File: config.mk
export PLATFORM = sky130hd
export DESIGN_NAME = gtech_scan_unload
export DESIGN_NICKNAME = d
export VERILOG_FILES = /design/src/rtl/gtech_scan_unload_pkg.sv /design/src/rtl/gtech_unload_shreg.sv /design/src/rtl/gtech_scan_unload.sv
export SDC_FILE = /design/constraint.sdc
export NUM_CORES = 1
export LEC_CHECK = 0
export CAP_MARGIN = 20
export CORE_ASPECT_RATIO = 1.2
export CORE_MARGIN = 2
export CORE_UTILIZATION = 45
export CTS_BUF_LIST = sky130_fd_sc_hd__clkbuf_8
export DETAILED_ROUTE_END_ITERATION = 12
export HOLD_SLACK_MARGIN = 0.06
export PLACE_DENSITY = 0.73
export SYNTH_ARGS = -nofsm -noshare
export SYNTH_HDL_FRONTEND = slang
export SYNTH_SLANG_ARGS = --single-unit
export TNS_END_PERCENT = 1
File: constraint.sdc
create_clock -name CP -period 1.4 [get_ports CP]
set_input_delay 0.28 -clock CP [delete_from_list [all_inputs] [get_ports CP]]
set_output_delay 0.28 -clock CP [all_outputs]
set_load 0.03 [all_outputs]
File: src/rtl/gtech_scan_unload_pkg.sv
// rtl/gtech_scan_unload_pkg.sv - shared types, constants and helpers for the scan-unload block
package gtech_scan_unload_pkg;

    typedef enum logic [1:0] {
        ST_IDLE  = 2'd0,
        ST_SHIFT = 2'd1,
        ST_DONE  = 2'd2
    } state_t;

    // Idle and vacated shift-register positions read as set-type flops.
    localparam logic FILL_BIT = 1'b1;

    // Bit count must reach WIDTH (parity slot) without wrapping.
    function automatic int cnt_width(input int width);
        return $clog2(width + 2);
    endfunction

endpackage

File: src/rtl/gtech_unload_shreg.sv
// rtl/gtech_unload_shreg.sv - preset-to-ones shift register with parallel load and selectable output end
module gtech_unload_shreg
    import gtech_scan_unload_pkg::*;
#(
    parameter int WIDTH     = 8,
    parameter int MSB_FIRST = 0
) (
    input  logic             clk,
    input  logic             rst,
    input  logic             load,
    input  logic             shift,
    input  logic             preset,
    input  logic [WIDTH-1:0] d,
    output logic             so
);

    logic [WIDTH-1:0] sreg_q;
    logic [WIDTH-1:0] sreg_d;
    logic [WIDTH-1:0] sreg_shifted;

    // A single-bit register has nothing to move in; it simply refills.
    if (WIDTH == 1) begin : g_w1
        assign sreg_shifted = {WIDTH{FILL_BIT}};
    end else if (MSB_FIRST != 0) begin : g_msb
        assign sreg_shifted = {sreg_q[WIDTH-2:0], FILL_BIT};
    end else begin : g_lsb
        assign sreg_shifted = {FILL_BIT, sreg_q[WIDTH-1:1]};
    end

    // Next-value select: preset beats load beats shift.
    always_comb begin
        sreg_d = sreg_q;
        if (preset) begin
            sreg_d = {WIDTH{FILL_BIT}};
        end else if (load) begin
            sreg_d = d;
        end else if (shift) begin
            sreg_d = sreg_shifted;
        end
    end

    // Storage register, asynchronously preset to all ones.
    always_ff @(posedge clk or posedge rst) begin
        if (rst) begin
            sreg_q <= {WIDTH{FILL_BIT}};
        end else begin
            sreg_q <= sreg_d;
        end
    end

    assign so = (MSB_FIRST != 0) ? sreg_q[WIDTH-1] : sreg_q[0];

endmodule

File: src/rtl/gtech_scan_unload.sv
// rtl/gtech_scan_unload.sv - capture-and-serialise unload of a flop bank; GTECH_SCAN_UNLOAD_PARITY_EN appends even parity
module gtech_scan_unload
    import gtech_scan_unload_pkg::*;
#(
    parameter int WIDTH     = 8,
    parameter int MSB_FIRST = 0
) (
    input  logic             CP,
    input  logic             RST,
    input  logic [WIDTH-1:0] D,
    input  logic             CAP,
    input  logic             ABORT,
    output logic             SO,
    output logic             SO_VALID,
    input  logic             SO_READY,
    output logic             SO_LAST,
    output logic             BUSY,
    output logic             DONE_P,
    output logic             CAP_ERR
);

    localparam int CW = cnt_width(WIDTH);
`ifdef GTECH_SCAN_UNLOAD_PARITY_EN
    localparam int FRAME_LEN = WIDTH + 1;
`else
    localparam int FRAME_LEN = WIDTH;
`endif
    localparam logic [CW-1:0] LAST_IDX = CW'(FRAME_LEN - 1);

    state_t          state_q, state_d;
    logic [CW-1:0]   count_q, count_d;
    logic            cap_err_q, cap_err_d;
    logic            sh_load, sh_shift, sh_preset, sh_so;
    logic            in_shift, xfer, last_bit;

    assign in_shift = (state_q == ST_SHIFT);
    assign xfer     = in_shift && SO_READY;
    assign last_bit = in_shift && (count_q == LAST_IDX);

    gtech_unload_shreg #(
        .WIDTH     (WIDTH),
        .MSB_FIRST (MSB_FIRST)
    ) u_shreg (
        .clk    (CP),
        .rst    (RST),
        .load   (sh_load),
        .shift  (sh_shift),
        .preset (sh_preset),
        .d      (D),
        .so     (sh_so)
    );

    // FSM next state, bit counter and shift-register controls.
    always_comb begin
        state_d   = state_q;
        count_d   = count_q;
        sh_load   = 1'b0;
        sh_shift  = 1'b0;
        sh_preset = 1'b0;
        cap_err_d = CAP && (state_q != ST_IDLE);
        case (state_q)
            ST_IDLE: begin
                if (CAP) begin
                    sh_load = 1'b1;
                    count_d = '0;
                    state_d = ST_SHIFT;
                end
            end
            ST_SHIFT: begin
                // Cancel wins over a transfer on the same edge.
                if (ABORT) begin
                    sh_preset = 1'b1;
                    count_d   = '0;
                    state_d   = ST_IDLE;
                end else if (xfer) begin
                    sh_shift = 1'b1;
                    count_d  = count_q + CW'(1);
                    if (last_bit) begin
                        state_d = ST_DONE;
                    end
                end
            end
            ST_DONE: begin
                count_d = '0;
                state_d = ST_IDLE;
            end
            default: begin
                sh_preset = 1'b1;
                count_d   = '0;
                state_d   = ST_IDLE;
            end
        endcase
    end

    // State, counter and error-pulse registers.
    always_ff @(posedge CP or posedge RST) begin
        if (RST) begin
            state_q   <= ST_IDLE;
            count_q   <= '0;
            cap_err_q <= 1'b0;
        end else begin
            state_q   <= state_d;
            count_q   <= count_d;
            cap_err_q <= cap_err_d;
        end
    end

`ifdef GTECH_SCAN_UNLOAD_PARITY_EN
    logic parity_q, parity_d;

    // Even parity of the captured word, latched alongside the data.
    always_comb begin
        parity_d = parity_q;
        if ((state_q == ST_IDLE) && CAP) begin
            parity_d = ^D;
        end
    end

    // Parity storage.
    always_ff @(posedge CP or posedge RST) begin
        if (RST) begin
            parity_q <= FILL_BIT;
        end else begin
            parity_q <= parity_d;
        end
    end

    // The data bits are exhausted once the count reaches WIDTH.
    assign SO = (in_shift && (count_q == CW'(WIDTH))) ? parity_q : sh_so;
`else
    assign SO = sh_so;
`endif

    assign SO_VALID = in_shift;
    assign SO_LAST  = last_bit;
    assign BUSY     = (state_q != ST_IDLE);
    assign DONE_P   = (state_q == ST_DONE);
    assign CAP_ERR  = cap_err_q;

endmodule

==> summary.txt <==
GRT
  – Total gr overflow: 0
  – Initial antenna violation count: 0
  – First-pass GRT wire length: 3.30 mm
  – Vias in the first global route: 772
  – Pin count of the biggest net entering global routing: 20
  – Global router's overall resource usage: 0.204

Pwr
  – Leak: 0.522 nW
  – Peak supply drop: 0.704 mV
  – Pwr dens: 1080 nW/µm²
  – Design Power: 1.29 mW

Routing
  – Pre-antenna DRT Iters: 4
  – Vias: 789
  – Drt initial violations: 20
  – Post-Route WL: 2.03 mm
  – Antenna Nets Post-Route: 0
  – DRC viols: 0
  – Wirelength per Cell: 14.7 µm
  – Via density: 5.72

Synthesis
  – Post-Syn Instances: 88
  – Mapped Area: 818 µm²
  – Syn Nets: 102
  – Post-synth cell types: 33
  – Avg Synthesized Cell Area: 9.30 µm²
  – #FFs+latches synth: 15
  – Sequential share of the synthesized area: 0.471
  – Yosys Warn Count: 0

STA
  – Max_slew headroom: 0.726
  – Unrepaired setup endpoints after global routing: true
  – F_max: 661 MHz
  – Worst-Margin Slew: 410 ps
  – Finish-stage setup viols: 4
  – Post-Route Skew: 0.398 ps
  – Hold Fails Final Rpt: 0
  – Final Max Tran Viols: 0
  – Final period util: 1.08
  – Tmin final: 1510 ps
  – Final WS setup: -113 ps

Cells and area
  – Final Util: 0.718
  – Ant. Diodes: 0
  – Most common cell after layout, fill and taps aside: buf_4
  – Area growth syn-to-layout: 45.7%
  – Commonest cells after routing, fill and taps aside: buf_4, clkdlybuf4s50_1, nor2_1, dfstp_2
  – Layout cells sized above 1: 0.358
  – Filler instances: 129
  – Final nets: 135
  – Post-route cell area: 1190 µm²

CTS
  – Clk_lat worst skew: 250 ps
  – # clock sinks: 15
  – Worst-path clk slew: 60 ps
  – Clk root buf: clkbuf_8
  – H-tree levels: 1
  – TritonCTS clock tree: built
  – CTS Buffer Depth: 2
  – Total CTS buffers: 3

Setup path
  – Critical Path RT: 1120 ps
  – Beginning of the critical path: count_q[0]$_DFFE_PP0P_
  – Cell depth of the worst setup path: 4
  – CP arrival: 1230 ps
  – Bufs and invs on worst path: 2
  – CP cell instances: ha_2 > inv_1 > nor3_4 > buf_6
  – Setup crit end: SO_LAST
  – R2r setup slk: -20 ps
  – Reg2reg end: count_q[3]$_DFFE_PP0P_
  – Critical path class: reg2out
  – CP top delay family: flip-flops
  – R2R cell count: 4
  – Worst R2R Start: state_q[0]$_DFFE_PP0P_
  – Critical Path Sink Type: output pin
  – Startpoint types: flip-flop
  – Worst-path maximum fanout: 4
  – Slowest-stage cell, CP: dfrtp_1
  – Highest cell delay on the worst timing path: 350 ps

Min path
  – Worst hold path type: in2async

Outcome
  – Failing checks: setup timing
  – Status: complete, but fails checks

Die
  – Row Count: 16
  – # IOs: 19
  – Die area: 2180 µm²
  – Starting density of the core: 0.492
  – Height of the die: 50.7 µm
  – Chip width: 42.9 µm
  – Core box area: 1660 µm²

Placed design
  – Dpl cell area: 1080 µm²
  – Gp weighted congestion: 0.810
  – Detailed Place HPWL: 1.38 mm
  – IO Port Bufs: 18

Job
  – MaxCap Viol Count: 0
tightest hold or removal path: cells and delay by family:
kind     cells  cell delay (ps)
buf+inv      3              670
cell usage after synthesis:
| master | n | area share |
|---|---|---|
| a211oi_1 | 6 | 0.055 |
| a21boi_0 | 1 | 0.0092 |
| a21oi_1 | 5 | 0.031 |
| a31oi_1 | 1 | 0.0077 |
| and2_1 | 1 | 0.0077 |
| and3_1 | 6 | 0.046 |
| and3b_1 | 1 | 0.011 |
| buf_2 | 4 | 0.024 |
| buf_4 | 1 | 0.0092 |
| dfrtp_1 | 7 | 0.21 |
| dfstp_2 | 8 | 0.26 |
| ha_1 | 1 | 0.015 |
| inv_1 | 3 | 0.014 |
| nand2_1 | 3 | 0.014 |
| nand2b_1 | 2 | 0.015 |
| nand3_1 | 3 | 0.018 |
| nand3b_1 | 1 | 0.0092 |
| nand4_1 | 1 | 0.0077 |
| nand4b_1 | 1 | 0.011 |
| nor2_1 | 8 | 0.037 |
| nor2_2 | 1 | 0.0077 |
| nor2b_1 | 2 | 0.015 |
| nor3_1 | 1 | 0.0061 |
| nor3b_1 | 1 | 0.0092 |
| nor3b_2 | 1 | 0.015 |
| nor4_1 | 1 | 0.0077 |
| o21ai_0 | 3 | 0.018 |
| o21ai_1 | 7 | 0.043 |
| o21bai_1 | 1 | 0.0092 |
| o31ai_1 | 2 | 0.018 |
| or2_2 | 1 | 0.0077 |
| or3b_1 | 2 | 0.021 |
| or4_1 | 1 | 0.0092 |
timing repair:
item,in CTS,in global routing
hold endpoints to repair,0,0
hold buffers,0,0
pin swaps,1,0
buffers inserted,1,2
resized for setup,13,3
setup endpoints to repair,14,6
state kept, by name, summed over array words and instances (netlist names):
register / count
count_q: 4
CAP_ERR: 1
state_q: 2
u_shreg.sreg_q: 8
where the power goes:
| part | switching (mW) | internal, mW | leakage [nW] |
|---|---|---|---|
| Combinational | 0.192 | 0.178 | 0.318 |
| Clock | 0.160 | 0.197 | 0.0255 |
| Sequential | 0.0320 | 0.530 | 0.179 |
| Total | 0.384 | 0.905 | 0.522 |
kinds of logic after synthesis:
kind of cell	synth area share
AND/OR/NAND/NOR	0.275
flip-flops	0.471
AO/OA/AOI/OAI	0.191
adder cells (fa/ha/maj)	0.0153
buffers and inverters	0.0474
layer usage:
metal,vias to the layer above,global-route usage,wire (µm)
met5,-,0,0
met4,0,0.0833,31
met3,6,0.0432,92
met2,20,0.341,1030
met1,379,0.251,877
li1,384,-,-
cell type report:
type                            count  area (µm²)  area share
Multi-Input combinational cell     65         429       0.360
Sequential cell                    15         385       0.323
Timing Repair Buffer               33         298       0.250
Clock buffer                        3        41.3      0.0346
Tap cell                           18        22.5      0.0189
Inverter                            3        11.3     0.00944
Clock inverter                      1        5.00     0.00420
through the flow:
stage	TNS (ps)	setup WS (ps)	hold slack [ps]	std cells
final	-243	-113	330	138
after CTS	-266	-128	334	136
after floorplan	0	14.0	176	88
after detailed placement	-2730	-267	524	131
after global placement	-2460	-243	504	131
after global routing	-553	-159	367	138
worst min-delay path by stage:
stage	start	endpoint	slack (ps)
final	RST	CAP_ERR$_DFF_PP0_	330
after global routing	RST	CAP_ERR$_DFF_PP0_	370
after CTS	RST	CAP_ERR$_DFF_PP0_	330
after detailed placement	u_shreg.sreg_q[6]$_DFFE_PP1P_	u_shreg.sreg_q[6]$_DFFE_PP1P_	520
after global placement	u_shreg.sreg_q[6]$_DFFE_PP1P_	u_shreg.sreg_q[6]$_DFFE_PP1P_	500
after floorplan	RST	CAP_ERR$_DFF_PP0_	180
No activity file was read; power rests on OpenSTA's default activity.
